<file path="config.mk">
export PLATFORM = sky130hd
export DESIGN_NAME = mpmc11_wr_burst_flat
export DESIGN_NICKNAME = d
export VERILOG_FILES = /design/src/rtl/mpmc11_pkg.sv /design/src/rtl/mpmc11_wr_burst_if.sv /design/src/rtl/mpmc11_wr_burst.sv /design/src/flat_wrapper.sv
export SDC_FILE = /design/constraint.sdc
export NUM_CORES = 1
export LEC_CHECK = 0
export ABC_AREA = 1
export CAP_MARGIN = 25
export CELL_PAD_IN_SITES_DETAIL_PLACEMENT = 0
export CELL_PAD_IN_SITES_GLOBAL_PLACEMENT = 2
export CORE_AREA = 2 2 345 347
export DETAILED_ROUTE_END_ITERATION = 8
export DIE_AREA = 0 0 347 349
export GPL_TIMING_DRIVEN = 0
export PLACE_DENSITY = 0.68
export SKIP_LAST_GASP = 1
export SLEW_MARGIN = 20
export SYNTH_ARGS = -nofsm -noshare
export SYNTH_HDL_FRONTEND = slang
export SYNTH_SLANG_ARGS = --single-unit
export TNS_END_PERCENT = 50
</file>
<file path="constraint.sdc">
create_clock -name clk -period 2.1 [get_ports clk]
set_input_delay 0.42 -clock clk [delete_from_list [all_inputs] [get_ports clk]]
set_output_delay 0.42 -clock clk [all_outputs]
set_load 0.01 [all_outputs]
</file>
<file path="src/rtl/mpmc11_pkg.sv">
// mpmc11_pkg -- shared types and constants for the MPMC11 write path.
//   wr_burst_state_t      : state encoding of the write-data burst FSM
//   MPMC11_WR_TO_DEFAULT  : default write-data timeout in controller clocks
package mpmc11_pkg;

  typedef enum logic [1:0] {
    WB_IDLE,
    WB_BEAT0,
    WB_BEAT1,
    WB_DONE
  } wr_burst_state_t;

  localparam int unsigned MPMC11_WR_TO_DEFAULT = 255;

endpackage

</file>
<file path="src/rtl/mpmc11_wr_burst_if.sv">
// mpmc11_wr_burst_if -- MIG app_wdf_* write-data FIFO bus.
//   app_wdf_rdy   : FIFO ready (slave -> master)
//   app_wdf_data  : write data, WID bits
//   app_wdf_mask  : byte mask, WID/8 bits, 1 = byte not written
//   app_wdf_wren  : write enable
//   app_wdf_end   : end-of-burst marker
// master modport : write-burst issue stage; slave modport : MIG / model.
interface mpmc11_wr_burst_if #(
  parameter int unsigned WID = 256
);

  logic                 app_wdf_rdy;
  logic [WID-1:0]       app_wdf_data;
  logic [(WID/8)-1:0]   app_wdf_mask;
  logic                 app_wdf_wren;
  logic                 app_wdf_end;

  modport master (
    input  app_wdf_rdy,
    output app_wdf_data,
    output app_wdf_mask,
    output app_wdf_wren,
    output app_wdf_end
  );

  modport slave (
    output app_wdf_rdy,
    input  app_wdf_data,
    input  app_wdf_mask,
    input  app_wdf_wren,
    input  app_wdf_end
  );

endinterface

</file>
<file path="src/rtl/mpmc11_wr_burst.sv">
// mpmc11_wr_burst -- write-data issue stage after the PRESET2 write-data latch.
// Sends the latched data words as a 1- or 2-beat burst on the MIG app_wdf_*
// interface, honouring app_wdf_rdy, and pulses done once the burst completes.
//
// Ports:
//   clk, rst_n        : ui_clk, asynchronous active-low reset
//   start             : 1-cycle pulse, sampled only when idle
//   single            : 1 = send dat1 only, 0 = dat1 then dat2
//   dat1/dat2         : beat 0 / beat 1 data (WID bits)
//   mask1/mask2       : beat 0 / beat 1 byte masks (WID/8 bits, 1 = not written)
//   wdf               : app_wdf_* bus (master modport)
//   busy              : burst in progress
//   done              : 1-cycle completion pulse
//   err               : sticky write-data timeout flag, cleared by next start
//
// Optional feature: define MPMC11_WR_TIMEOUT_EN to abort a burst stalled for
// TO_CYCLES clocks with rdy low; otherwise err is tied 0 and the FSM waits
// on rdy indefinitely.
module mpmc11_wr_burst
  import mpmc11_pkg::*;
#(
  parameter int unsigned WID       = 256,
  parameter int unsigned TO_CYCLES = MPMC11_WR_TO_DEFAULT
) (
  input  logic                 clk,
  input  logic                 rst_n,
  input  logic                 start,
  input  logic                 single,
  input  logic [WID-1:0]       dat1,
  input  logic [WID-1:0]       dat2,
  input  logic [(WID/8)-1:0]   mask1,
  input  logic [(WID/8)-1:0]   mask2,
  mpmc11_wr_burst_if.master    wdf,
  output logic                 busy,
  output logic                 done,
  output logic                 err
);

  wr_burst_state_t      state_q;
  logic [WID-1:0]       data_q;
  logic [(WID/8)-1:0]   mask_q;
  logic                 wren_q;
  logic                 end_q;
  logic                 busy_q;
  logic                 done_q;
  logic                 err_q;
  logic [WID-1:0]       dat2_q;
  logic [(WID/8)-1:0]   mask2_q;
  logic                 single_q;

  logic                 accept;
  logic                 in_beat;
  logic                 to_hit;

  always_comb begin
    accept  = wren_q & wdf.app_wdf_rdy;
    in_beat = (state_q == WB_BEAT0) || (state_q == WB_BEAT1);
  end

`ifdef MPMC11_WR_TIMEOUT_EN
  // Counter only needs to reach TO_CYCLES-1: the stalled edge seen at that
  // count is the TO_CYCLES-th one and triggers the abort.
  localparam int unsigned TOW = (TO_CYCLES < 2) ? 1 : $clog2(TO_CYCLES);

  logic [TOW-1:0] cnt_q;

  always_comb begin
    to_hit = in_beat && !wdf.app_wdf_rdy && (cnt_q == TOW'(TO_CYCLES - 1));
  end

  always_ff @(posedge clk or negedge rst_n) begin
    if (!rst_n) begin
      cnt_q <= '0;
      err_q <= 1'b0;
    end else begin
      if (state_q == WB_IDLE && start) begin
        cnt_q <= '0;
        err_q <= 1'b0;
      end else if (in_beat) begin
        if (accept || to_hit) begin
          cnt_q <= '0;
        end else begin
          cnt_q <= cnt_q + TOW'(1);
        end
        if (to_hit) begin
          err_q <= 1'b1;
        end
      end
    end
  end
`else
  logic unused_to_cycles;

  always_comb begin
    to_hit           = 1'b0;
    err_q            = 1'b0;
    unused_to_cycles = (TO_CYCLES != 0);
  end
`endif

  always_ff @(posedge clk or negedge rst_n) begin
    if (!rst_n) begin
      state_q  <= WB_IDLE;
      data_q   <= '0;
      mask_q   <= '0;
      wren_q   <= 1'b0;
      end_q    <= 1'b0;
      busy_q   <= 1'b0;
      done_q   <= 1'b0;
      dat2_q   <= '0;
      mask2_q  <= '0;
      single_q <= 1'b0;
    end else begin
      done_q <= 1'b0;
      case (state_q)
        WB_IDLE: begin
          if (start) begin
            dat2_q   <= dat2;
            mask2_q  <= mask2;
            single_q <= single;
            data_q   <= dat1;
            mask_q   <= mask1;
            wren_q   <= 1'b1;
            end_q    <= 1'b1;
            busy_q   <= 1'b1;
            state_q  <= WB_BEAT0;
          end
        end
        WB_BEAT0: begin
          if (accept) begin
            if (single_q) begin
              wren_q  <= 1'b0;
              end_q   <= 1'b0;
              state_q <= WB_DONE;
            end else begin
              // wren/end stay high: beat 1 follows back-to-back
              data_q  <= dat2_q;
              mask_q  <= mask2_q;
              state_q <= WB_BEAT1;
            end
          end else if (to_hit) begin
            wren_q  <= 1'b0;
            end_q   <= 1'b0;
            state_q <= WB_DONE;
          end
        end
        WB_BEAT1: begin
          if (accept || to_hit) begin
            wren_q  <= 1'b0;
            end_q   <= 1'b0;
            state_q <= WB_DONE;
          end
        end
        WB_DONE: begin
          busy_q  <= 1'b0;
          done_q  <= 1'b1;
          state_q <= WB_IDLE;
        end
        default: state_q <= WB_IDLE;
      endcase
    end
  end

  always_comb begin
    wdf.app_wdf_data = data_q;
    wdf.app_wdf_mask = mask_q;
    wdf.app_wdf_wren = wren_q;
    wdf.app_wdf_end  = end_q;
    busy             = busy_q;
    done             = done_q;
    err              = err_q;
  end

endmodule

</file>
<file path="src/flat_wrapper.sv">
// flat-port wrapper written by rule: the top's interface ports become plain ports
module mpmc11_wr_burst_flat import mpmc11_pkg::*;
#(
  parameter int unsigned WID       = 256,
  parameter int unsigned TO_CYCLES = MPMC11_WR_TO_DEFAULT
)
  (clk, rst_n, start, single, dat1, dat2, mask1, mask2, busy, done, err, wdf_app_wdf_rdy, wdf_app_wdf_data, wdf_app_wdf_mask, wdf_app_wdf_wren, wdf_app_wdf_end);
  mpmc11_wr_burst_if #(.WID(WID)) wdf_i ();
  input  logic clk;
  input  logic rst_n;
  input  logic start;
  input  logic single;
  input  logic [WID-1:0] dat1;
  input  logic [WID-1:0] dat2;
  input  logic [(WID/8)-1:0] mask1;
  input  logic [(WID/8)-1:0] mask2;
  output logic busy;
  output logic done;
  output logic err;
  input wire logic [$bits(wdf_i.app_wdf_rdy)-1:0] wdf_app_wdf_rdy;
  output wire logic [$bits(wdf_i.app_wdf_data)-1:0] wdf_app_wdf_data;
  output wire logic [$bits(wdf_i.app_wdf_mask)-1:0] wdf_app_wdf_mask;
  output wire logic [$bits(wdf_i.app_wdf_wren)-1:0] wdf_app_wdf_wren;
  output wire logic [$bits(wdf_i.app_wdf_end)-1:0] wdf_app_wdf_end;
  assign wdf_i.app_wdf_rdy = wdf_app_wdf_rdy;
  assign wdf_app_wdf_data = wdf_i.app_wdf_data;
  assign wdf_app_wdf_mask = wdf_i.app_wdf_mask;
  assign wdf_app_wdf_wren = wdf_i.app_wdf_wren;
  assign wdf_app_wdf_end = wdf_i.app_wdf_end;
  mpmc11_wr_burst #(.WID(WID), .TO_CYCLES(TO_CYCLES)) u_core (.clk(clk), .rst_n(rst_n), .start(start), .single(single), .dat1(dat1), .dat2(dat2), .mask1(mask1), .mask2(mask2), .wdf(wdf_i), .busy(busy), .done(done), .err(err));
endmodule
</file>
Word-level counts from Yosys, hierarchy flattened:

Cells that the tools add are included.
Widths: inputs -> output; s select.

* register bits after elaboration: 582
* input bits: 581
* output and inout port bits: 293
* word-level logic and storage cells: 47

* equal/unequal tests: 8
* mux-type cells: 20
* bitwise logic cells: 1
* reductions and logical operators: 9

Operators by type and width (number)
* $mux 256: 3
* $pmux 256 s2: 1
* $mux 32: 3
* $pmux 32 s2: 1
* $pmux 2 s4: 1
* $mux 1: 6
* $mux 2: 3
* $ne 2x1->1 const B: 3
* $reduce_and 5->1: 1
* $eq 2x2->1 const B: 2
* $ne 2x2->1 const B: 2
* $reduce_and 2->1: 2
* $reduce_and 4->1: 1
* $reduce_bool 2->1: 2
* $pmux 1 s3: 1
* $reduce_and 3->1: 1
* $reduce_bool 3->1: 1
* $eq 2x1->1 const B: 1
* $logic_not 2->1: 1
* $pmux 1 s2: 1
* $and 1x1->1: 1

Depth between registers and ports, before layout:

Gate-level depths: netlist of the first run.

* word-level depth: 3
* mapped depth: 10
* depth with buffers taken out: 8

Worst setup path before layout of the first run:

No wires, ideal clock.

* path type: register to register
* from: reg u_core.state_q[1]
* to: reg u_core.data_q[110], in the netlist u_core.wdf.app_wdf_data[110]
* setup time: 0.065 ns
* arrival: 1.578 ns
* path slack: 0.457 ns
* cell stages (with the launch flop): 11
* path buffers: 3
* clock period less this slack: 1.643 ns
* cells stage by stage: dfrtp_1 inv_1 ha_1 buf_2 nand2_1 nand2_1 nor2_4 buf_4 clkbuf_4 nand2_1 nand2_1

* cells in the longest elaborated chain, start to end: 3
* elaborated cells between the ends (all ways): 8
* classes of those cells: eq/ne: 4; mux: 1; reduce/logical: 3

RTL lines
* start, declared: RTL line mpmc11_wr_burst.sv:39 `wr_burst_state_t state_q;`
* start signal, assigned: RTL line mpmc11_wr_burst.sv:103 `state_q <= WB_IDLE;`
* start signal, assigned: RTL line mpmc11_wr_burst.sv:126 `state_q <= WB_BEAT0;`
* start signal, assigned: RTL line mpmc11_wr_burst.sv:134 `state_q <= WB_DONE;`
* $eq 2x1->1 / $logic_not 2->1 (equally long branches)
* $ne 2x2->1 (no source line), or another cell as far along
* $reduce_and 4->1 (no source line)
* end signal, assigned: RTL line mpmc11_wr_burst.sv:121 `data_q <= dat1;`
* end signal, assigned: RTL line mpmc11_wr_burst.sv:137 `data_q <= dat2_q;`
* end, declared: RTL line mpmc11_wr_burst.sv:40 `logic [WID-1:0] data_q;`

Several ways; a longest one is shown, not always the timed one.
A chain may end at the register's enable or synchronous reset.

Worst setup path after layout of the first run:

* from: reg u_core.mask_q[6], in the netlist u_core.wdf.app_wdf_mask[6]
* to: out wdf_app_wdf_mask[6]

RTL lines
* start, declared: RTL line mpmc11_wr_burst.sv:41 `logic [(WID/8)-1:0] mask_q;`
* start signal, assigned: RTL line mpmc11_wr_burst.sv:122 `mask_q <= mask1;`
* start signal, assigned: RTL line mpmc11_wr_burst.sv:138 `mask_q <= mask2_q;`
* end, declared: RTL line flat_wrapper.sv:22 `output wire logic [$bits(wdf_i.app_wdf_mask)-1:0] wdf_app_wdf_mask;`

No word-level cell between the ends.

==> results.ini, run 1 <==
[synthesis]
synthTopCellsByCount=nand2_1 (2030), dfrtp_1 (582), inv_1 (296), o21ai_0 (292), buf_2 (114)
postSynthAreaPerCell_sq_um=7.586
ys_seq_area_share_pct=56.35
syn_nets=3993
synthFlopType=dfrtp_1
syn-cell-area_sq_um=25850
yosys.area.top_type=dfrtp_1
synth.ff_latch_count=582
netlist_instances=3407
synth_edf_count=0
yosysWarnings=0
async_reset_ff_share_pct=100.0
yosysMostFrequentCell=nand2_1
synth.area.top_cells=dfrtp_1 (56%), nand2_1 (29%), o21ai_0 (5.7%)
yosysTopAreaCellShare_pct=56.35
yosysUniqueCellTypes=19

[clock_network]
clk_path_buf_depth=3
clk_pin_slew_ps=60
clkLatencyLatePin_ps=640
cts.sinks=582
hold_buffers=3
cts_tree=done
cts_root_buffer=clkbuf_16
htree_num_levels=3
cts_buffers=78

[power_and_ir_drop]
power.internal_uw=37560
leakagePower_uw=0.02009
clockPowerShare_pct=21.1
p_sw_share_pct=41.06
p_total_uw=63730
power_frac_seq_pct=31.4
pwr-share-comb_pct=47.5
cellPowerDensity_nw_per_um2=1599
vdd.ir_drop.worst_uv=656.0
p_sw_uw=26170

[route]
dr.pass1.iters=5
drt_iter0_markers=1275
post_drt_wl_per_cell_um=20.09
via_count=24670
viasPerCell=4.112
drc=0
ant_nets=0
wirelength_um=120500

[setup_path]
cp-start-kind=flip-flop
path_cells=clkdlybuf4s50_1
rr_endpoint=u_core.wdf.app_wdf_data[5]$_DFFE_PN0P_
cp_max_fo=2
r2r-start=u_core.state_q[1]$_DFFE_PN0P_
cp_slowest_stage_delay_ps=710
crit_buf_inv=1
cp.arrival_ps=1720
critical-path-top-delay-family=buffers and inverters
crit_type=flip-flop to output port
crit_required_ps=1680
ff2ff_setup_slack_ps=90
cp-startpoint=u_core.wdf.app_wdf_mask[6]$_DFFE_PN0P_
worst_setup_path_end_kind=output port
cp_num_cells=1
rr_worst_depth=11
crit_end=wdf_app_wdf_mask[6]
critPathSlowestCell=clkdlybuf4s50_1

[global_route]
grt_pass1_wl_um=171900
grt_pass1_vias=25070
grt_max_degree=87
antenna_found_initial=60
overflow=0
grt_use_total_pct=19.37

[place]
place.gp.congestion=0.8316
hpwl_um=89760
place_inst=5822
place_area_sq_um=36700
portBuffers=872
dp_slack_ps=-862.9

[floorplanning]
io_pins=874
die_w_um=347
rows=126
start_util_pct=22.01
core-area_sq_um=117500
die_h_um=349
dieArea_sq_um=121100

[sta]
hold_viol=223
clock_skew_ps=21.82
period_needed_ps=2137
rsz0062_at_grt=true
slew_headroom_pct=56.82
setup_violations=5
timing.fmax_mhz=468.0
worstMarginPinSlew_ps=647.7
post-route-period-util_pct=101.7
timing.final.ws_setup_ps=-36.74
holdWs_ps=-170.3
slew_violations=0

[layout]
fin_util_pct=33.94
drive_above_1_share_pct=6.943
area_growth_pct=54.25
nets=4964
fin_area_sq_um=39870
finalNonFillerCells=6000

[outcome]
violations=negative hold slack, negative setup slack
status=complete, but fails checks

[flow_run]
cap_violations=0

[hold_path]
hp-class=primary input to async pin

layout make-up:
class                   instances  area [sq um]
diodes                         28         70.07
plain buffers                 190          1277
clock buffers                 115          2313
clock inverters                23         216.5
fillers                     12580         77580
inverters                     296          1115
multi-input cells            2338          9271
flip-flops and latches        582         14570
well taps                    1536          1922
repair buffers                892          9115
cells in the final DEF (no fill, tap or decap), types with 5 or more instances in the layout:
| cell type | count |
|---|---|
| inv_1 | 293 |
| clkinv_2 | 15 |
| clkbuf_16 | 80 |
| buf_16 | 10 |
| nand2_1 | 2025 |
| buf_12 | 9 |
| buf_4 | 41 |
| clkbuf_4 | 18 |
| clkbuf_8 | 19 |
| buf_2 | 68 |
| clkdlybuf4s50_1 | 868 |
| clkbuf_2 | 5 |
| diode_2 | 28 |
| buf_6 | 16 |
| o21ai_0 | 292 |
| clkbuf_1 | 55 |
| dfrtp_1 | 580 |
state kept, by name, summed over array words and instances, names as in the netlist:
name	count
u_core.state_q	2
u_core.dat2_q	256
u_core.done	1
u_core.wdf.app_wdf_end	1
u_core.wdf.app_wdf_mask	32
u_core.mask2_q	32
u_core.busy	1
u_core.wdf.app_wdf_data	256
u_core.single_q	1
per-stage QoR:
step,hold WS (ps),TNS [ps]
floorplan,124.4,0
global placement,462.0,-
detailed placement,401.5,-344020
CTS,-184.8,-16530
global route,-170.9,-1384
finish,-170.3,-61.92
power by group through the flow:
stage          Sequential (uW)  Clock [uW]  Combinational, uW
2_1_floorplan            20800           0              13800
6_report                 20000       13500              30300
5_1_grt                  20600       14400              34000
4_1_cts                  20000       13900              30900
3_5_place_dp             20100           0              29700
3_3_place_gp             20200           0              29500
per-layer routing:
| metal | part of all wire (%) | routed length, um | global-route usage (%) |
|---|---|---|---|
| met1 | 38 | 46330 | 21.46 |
| met2 | 50 | 60020 | 33.27 |
| met3 | 8.2 | 9897 | 7.154 |
| met4 | 3.2 | 3876 | 8.243 |
| met5 | 0.33 | 398 | 0 |
how the worst min path moves through the flow:
stage / depth (start not counted) / endpoint / start / slack (ps)
3_3_place_gp: 2 / u_core.wdf.app_wdf_data[208]$_DFFE_PN0P_ / u_core.wdf.app_wdf_data[208]$_DFFE_PN0P_ / 460
3_5_place_dp: 1 / u_core.wdf.app_wdf_data[10]$_DFFE_PN0P_ / rst_n / 400
5_1_grt: 2 / u_core.wdf.app_wdf_data[11]$_DFFE_PN0P_ / rst_n / -170
6_report: 2 / u_core.wdf.app_wdf_data[11]$_DFFE_PN0P_ / rst_n / -170
2_1_floorplan: 0 / u_core.busy$_DFFE_PN0P_ / rst_n / 120
4_1_cts: 2 / u_core.wdf.app_wdf_data[11]$_DFFE_PN0P_ / rst_n / -180
kinds of logic (layout without fill, tap and decap cells):
logic type	count (synthesis)	count (layout)	synth area share (%)
other cells	1	29	0.01451
fa+ha+maj	5	5	0.2420
flops	582	582	56.35
simple gates	2036	2037	29.64
compound gates	295	295	5.722
buf+inv	488	1516	8.031
what timing repair did:
action,4_1_cts,5_1_grt
hold endpoints to repair,53,223
gates resized for setup,67,72
pin swaps,1,0
cloned,2,0
buffers inserted,8,1
endpoints found under the setup margin,618,600
No activity file was read; power rests on OpenSTA's default activity.
==> run 2, diff against run 1 <==
Settings changed: TNS_END_PERCENT 50 to 100.
==> run 2 against run 1 <==
Effect of this change: the run ends with negative hold slack left; sequential power about the same; first-iteration DRC count decreased by 2.0%; routed wire length down 0.14%; final area about the same; register-to-register slack improved by 30 ps; die area unchanged; via count is 0.34% lower; sequential share of layout area barely moved; global-route usage is essentially flat; critical endpoint is now wdf_app_wdf_data[189]; largest cell class unchanged.
==> results.ini, run 2 (synthesis gave the netlist of run 1 again) <==
[setup_path]
cp.arrival_ps=1610  ; was 1720 ps
crit_type=flip-flop to output port  ; unchanged
critPathSlowestCell=clkdlybuf4s50_1  ; unchanged
rr_worst_depth=11  ; unchanged
crit_required_ps=1680  ; about the same
critical-path-top-delay-family=buffers and inverters  ; unchanged
worst_setup_path_end_kind=output port  ; unchanged
rr_endpoint=u_core.wdf.app_wdf_data[242]$_DFFE_PN0P_  ; was u_core.wdf.app_wdf_data[5]$_DFFE_PN0P_
crit_buf_inv=1  ; unchanged
cp_slowest_stage_delay_ps=620  ; was 710 ps
cp_max_fo=2  ; unchanged
cp-start-kind=flip-flop  ; unchanged
ff2ff_setup_slack_ps=120  ; was 90 ps
path_cells=clkdlybuf4s50_1  ; unchanged
r2r-start=u_core.state_q[1]$_DFFE_PN0P_  ; unchanged

[global_route]
grt_pass1_wl_um=171800  ; was 171900 um
grt_pass1_vias=25090  ; was 25070
overflow=0  ; unchanged
antenna_found_initial=62  ; was 60
grt_max_degree=87  ; unchanged
grt_use_total_pct=19.36  ; was 19.37%

[sta]
timing.final.ws_setup_ps=66.49  ; was -36.74 ps
timing.fmax_mhz=491.8  ; was 468.0 MHz
clock_skew_ps=21.42  ; was 21.82 ps
slew_violations=0  ; unchanged
worstMarginPinSlew_ps=649.9  ; was 647.7 ps
setup_violations=0  ; was 5
period_needed_ps=2034  ; was 2137 ps
holdWs_ps=-170.3  ; about the same
hold_viol=223  ; unchanged
post-route-period-util_pct=96.83  ; was 101.7%
final.setup.tns_ps=0  ; was -61.92 ps
rsz0062_at_grt=true  ; unchanged
slew_headroom_pct=56.67  ; was 56.82%

[route]
via_count=24590  ; was 24670
dr.pass1.iters=5  ; unchanged
wirelength_um=120400  ; was 120500 um
ant_nets=0  ; unchanged
post_drt_wl_per_cell_um=20.05  ; was 20.09 um
drt_iter0_markers=1249  ; was 1275
viasPerCell=4.096  ; was 4.112
drc=0  ; unchanged

[floorplanning]
die_h_um=349  ; unchanged
die_w_um=347  ; unchanged
dieArea_sq_um=121100  ; unchanged
io_pins=874  ; unchanged
rows=126  ; unchanged
core-area_sq_um=117500  ; unchanged
start_util_pct=22.01  ; unchanged

[clock_network]
htree_num_levels=3  ; unchanged
clk_pin_slew_ps=60  ; about the same
hold_buffers=3  ; unchanged
cts_root_buffer=clkbuf_16  ; unchanged
clkLatencyLatePin_ps=640  ; about the same
clk_path_buf_depth=3  ; unchanged
cts.sinks=582  ; unchanged
cts_buffers=78  ; unchanged
cts_tree=done  ; unchanged

[layout]
area_growth_pct=54.18  ; was 54.25%
multiInputGateArea_sq_um=9271  ; unchanged
seq_area_sq_um=14570  ; unchanged
final_common_cell=nand2_1  ; unchanged
drive_above_1_share_pct=6.921  ; was 6.943%
fill_cells=12610  ; was 12580
final_cell_mix=nand2_1 (2025), clkdlybuf4s50_1 (826), dfrtp_1 (580), inv_1 (294), o21ai_0 (292)  ; was nand2_1 (2025), clkdlybuf4s50_1 (868), dfrtp_1 (580), inv_1 (293), o21ai_0 (292)
nets=4964  ; unchanged

[power_and_ir_drop]
leakagePower_uw=0.02020  ; was 0.02009 uW
cellPowerDensity_nw_per_um2=1592  ; was 1599 nW/um^2
p_total_uw=63460  ; was 63730 uW
vdd.ir_drop.worst_uv=655.7  ; was 656.0 uV

[place]
dp_slack_ps=-862.9  ; unchanged
place.gp.congestion=0.8316  ; unchanged
portBuffers=872  ; unchanged
hpwl_um=89760  ; unchanged

[outcome]
violations=negative hold slack  ; was negative hold slack, negative setup slack
status=complete, but fails checks  ; unchanged

[flow_run]
cap_violations=0  ; unchanged

[hold_path]
hp-class=primary input to async pin  ; unchanged

-- run 2: worst max path at each step --
stage	start	to	slack (ps)	depth (start not counted)
2_1_floorplan	u_core.state_q[1]$_DFFE_PN0P_	u_core.wdf.app_wdf_data[110]$_DFFE_PN0P_	460	10
3_3_place_gp	rst_n	u_core.dat2_q[149]$_DFFE_PN0P_	-29560	1
3_5_place_dp	u_core.state_q[1]$_DFFE_PN0P_	u_core.wdf.app_wdf_data[192]$_DFFE_PN0P_	-860	9
4_1_cts	u_core.state_q[1]$_DFFE_PN0P_	u_core.wdf.app_wdf_data[242]$_DFFE_PN0P_	-50	11
5_1_grt	u_core.state_q[1]$_DFFE_PN0P_	u_core.wdf.app_wdf_data[244]$_DFFE_PN0P_	-10	11
6_report	u_core.wdf.app_wdf_data[189]$_DFFE_PN0P_	wdf_app_wdf_data[189]	70	1
-- run 2: power by group --
| part | leakage (uW) | internal, uW | switching (uW) | total (uW) |
|---|---|---|---|---|
| clock network | 0.00126 | 7980 | 5480 | 13500 |
| registers | 0.00717 | 16900 | 3040 | 19900 |
| logic | 0.0118 | 12500 | 17600 | 30100 |
-- run 2: per-layer routing --
layer	GRT usage [%]	share of wire [%]	up-vias	routed length, um
met5	0	0.33	-	398
met4	8.332	3.2	60	3853
met3	7.175	8.3	217	9967
met2	33.26	50	675	60050
met1	21.41	38	11460	46090
li1	-	-	12180	-
-- run 2: repair_timing --
action,in CTS,in global routing
pin swaps,1,0
hold endpoints to repair,53,223
endpoints found under the setup margin,618,564
buffers inserted,8,1
gates cloned,2,0
resized for setup,126,55
-- run 2: cell type report --
class / count / share of cell area, %
Clock inverter: 23 / 0.5432
Inverter: 296 / 2.797
Buffer: 190 / 3.265
Sequential cell: 582 / 36.55
Timing Repair Buffer: 892 / 22.76
Tap cell: 1536 / 4.823
Antenna cell: 30 / 0.1884
Multi-Input combinational cell: 2338 / 23.27
Clock buffer: 115 / 5.805
-- run 2: through the flow --
step	util [%]	hold WS, ps	cells	area, sq um
floorplan	-	124.4	3407	25850
global placement	31.07	462.0	5815	36500
detailed placement	31.25	401.5	5822	36700
CTS	33.73	-184.8	5971	39610
global route	33.92	-170.9	5998	39840
finish	33.93	-170.3	6002	39850
==> run 3, diff against run 2 <==
Settings changed: GPL_ROUTABILITY_DRIVEN set to 0.
==> results of run 3 <==
Same layout as run 2: the final DEF is identical, and so are final timing and power.
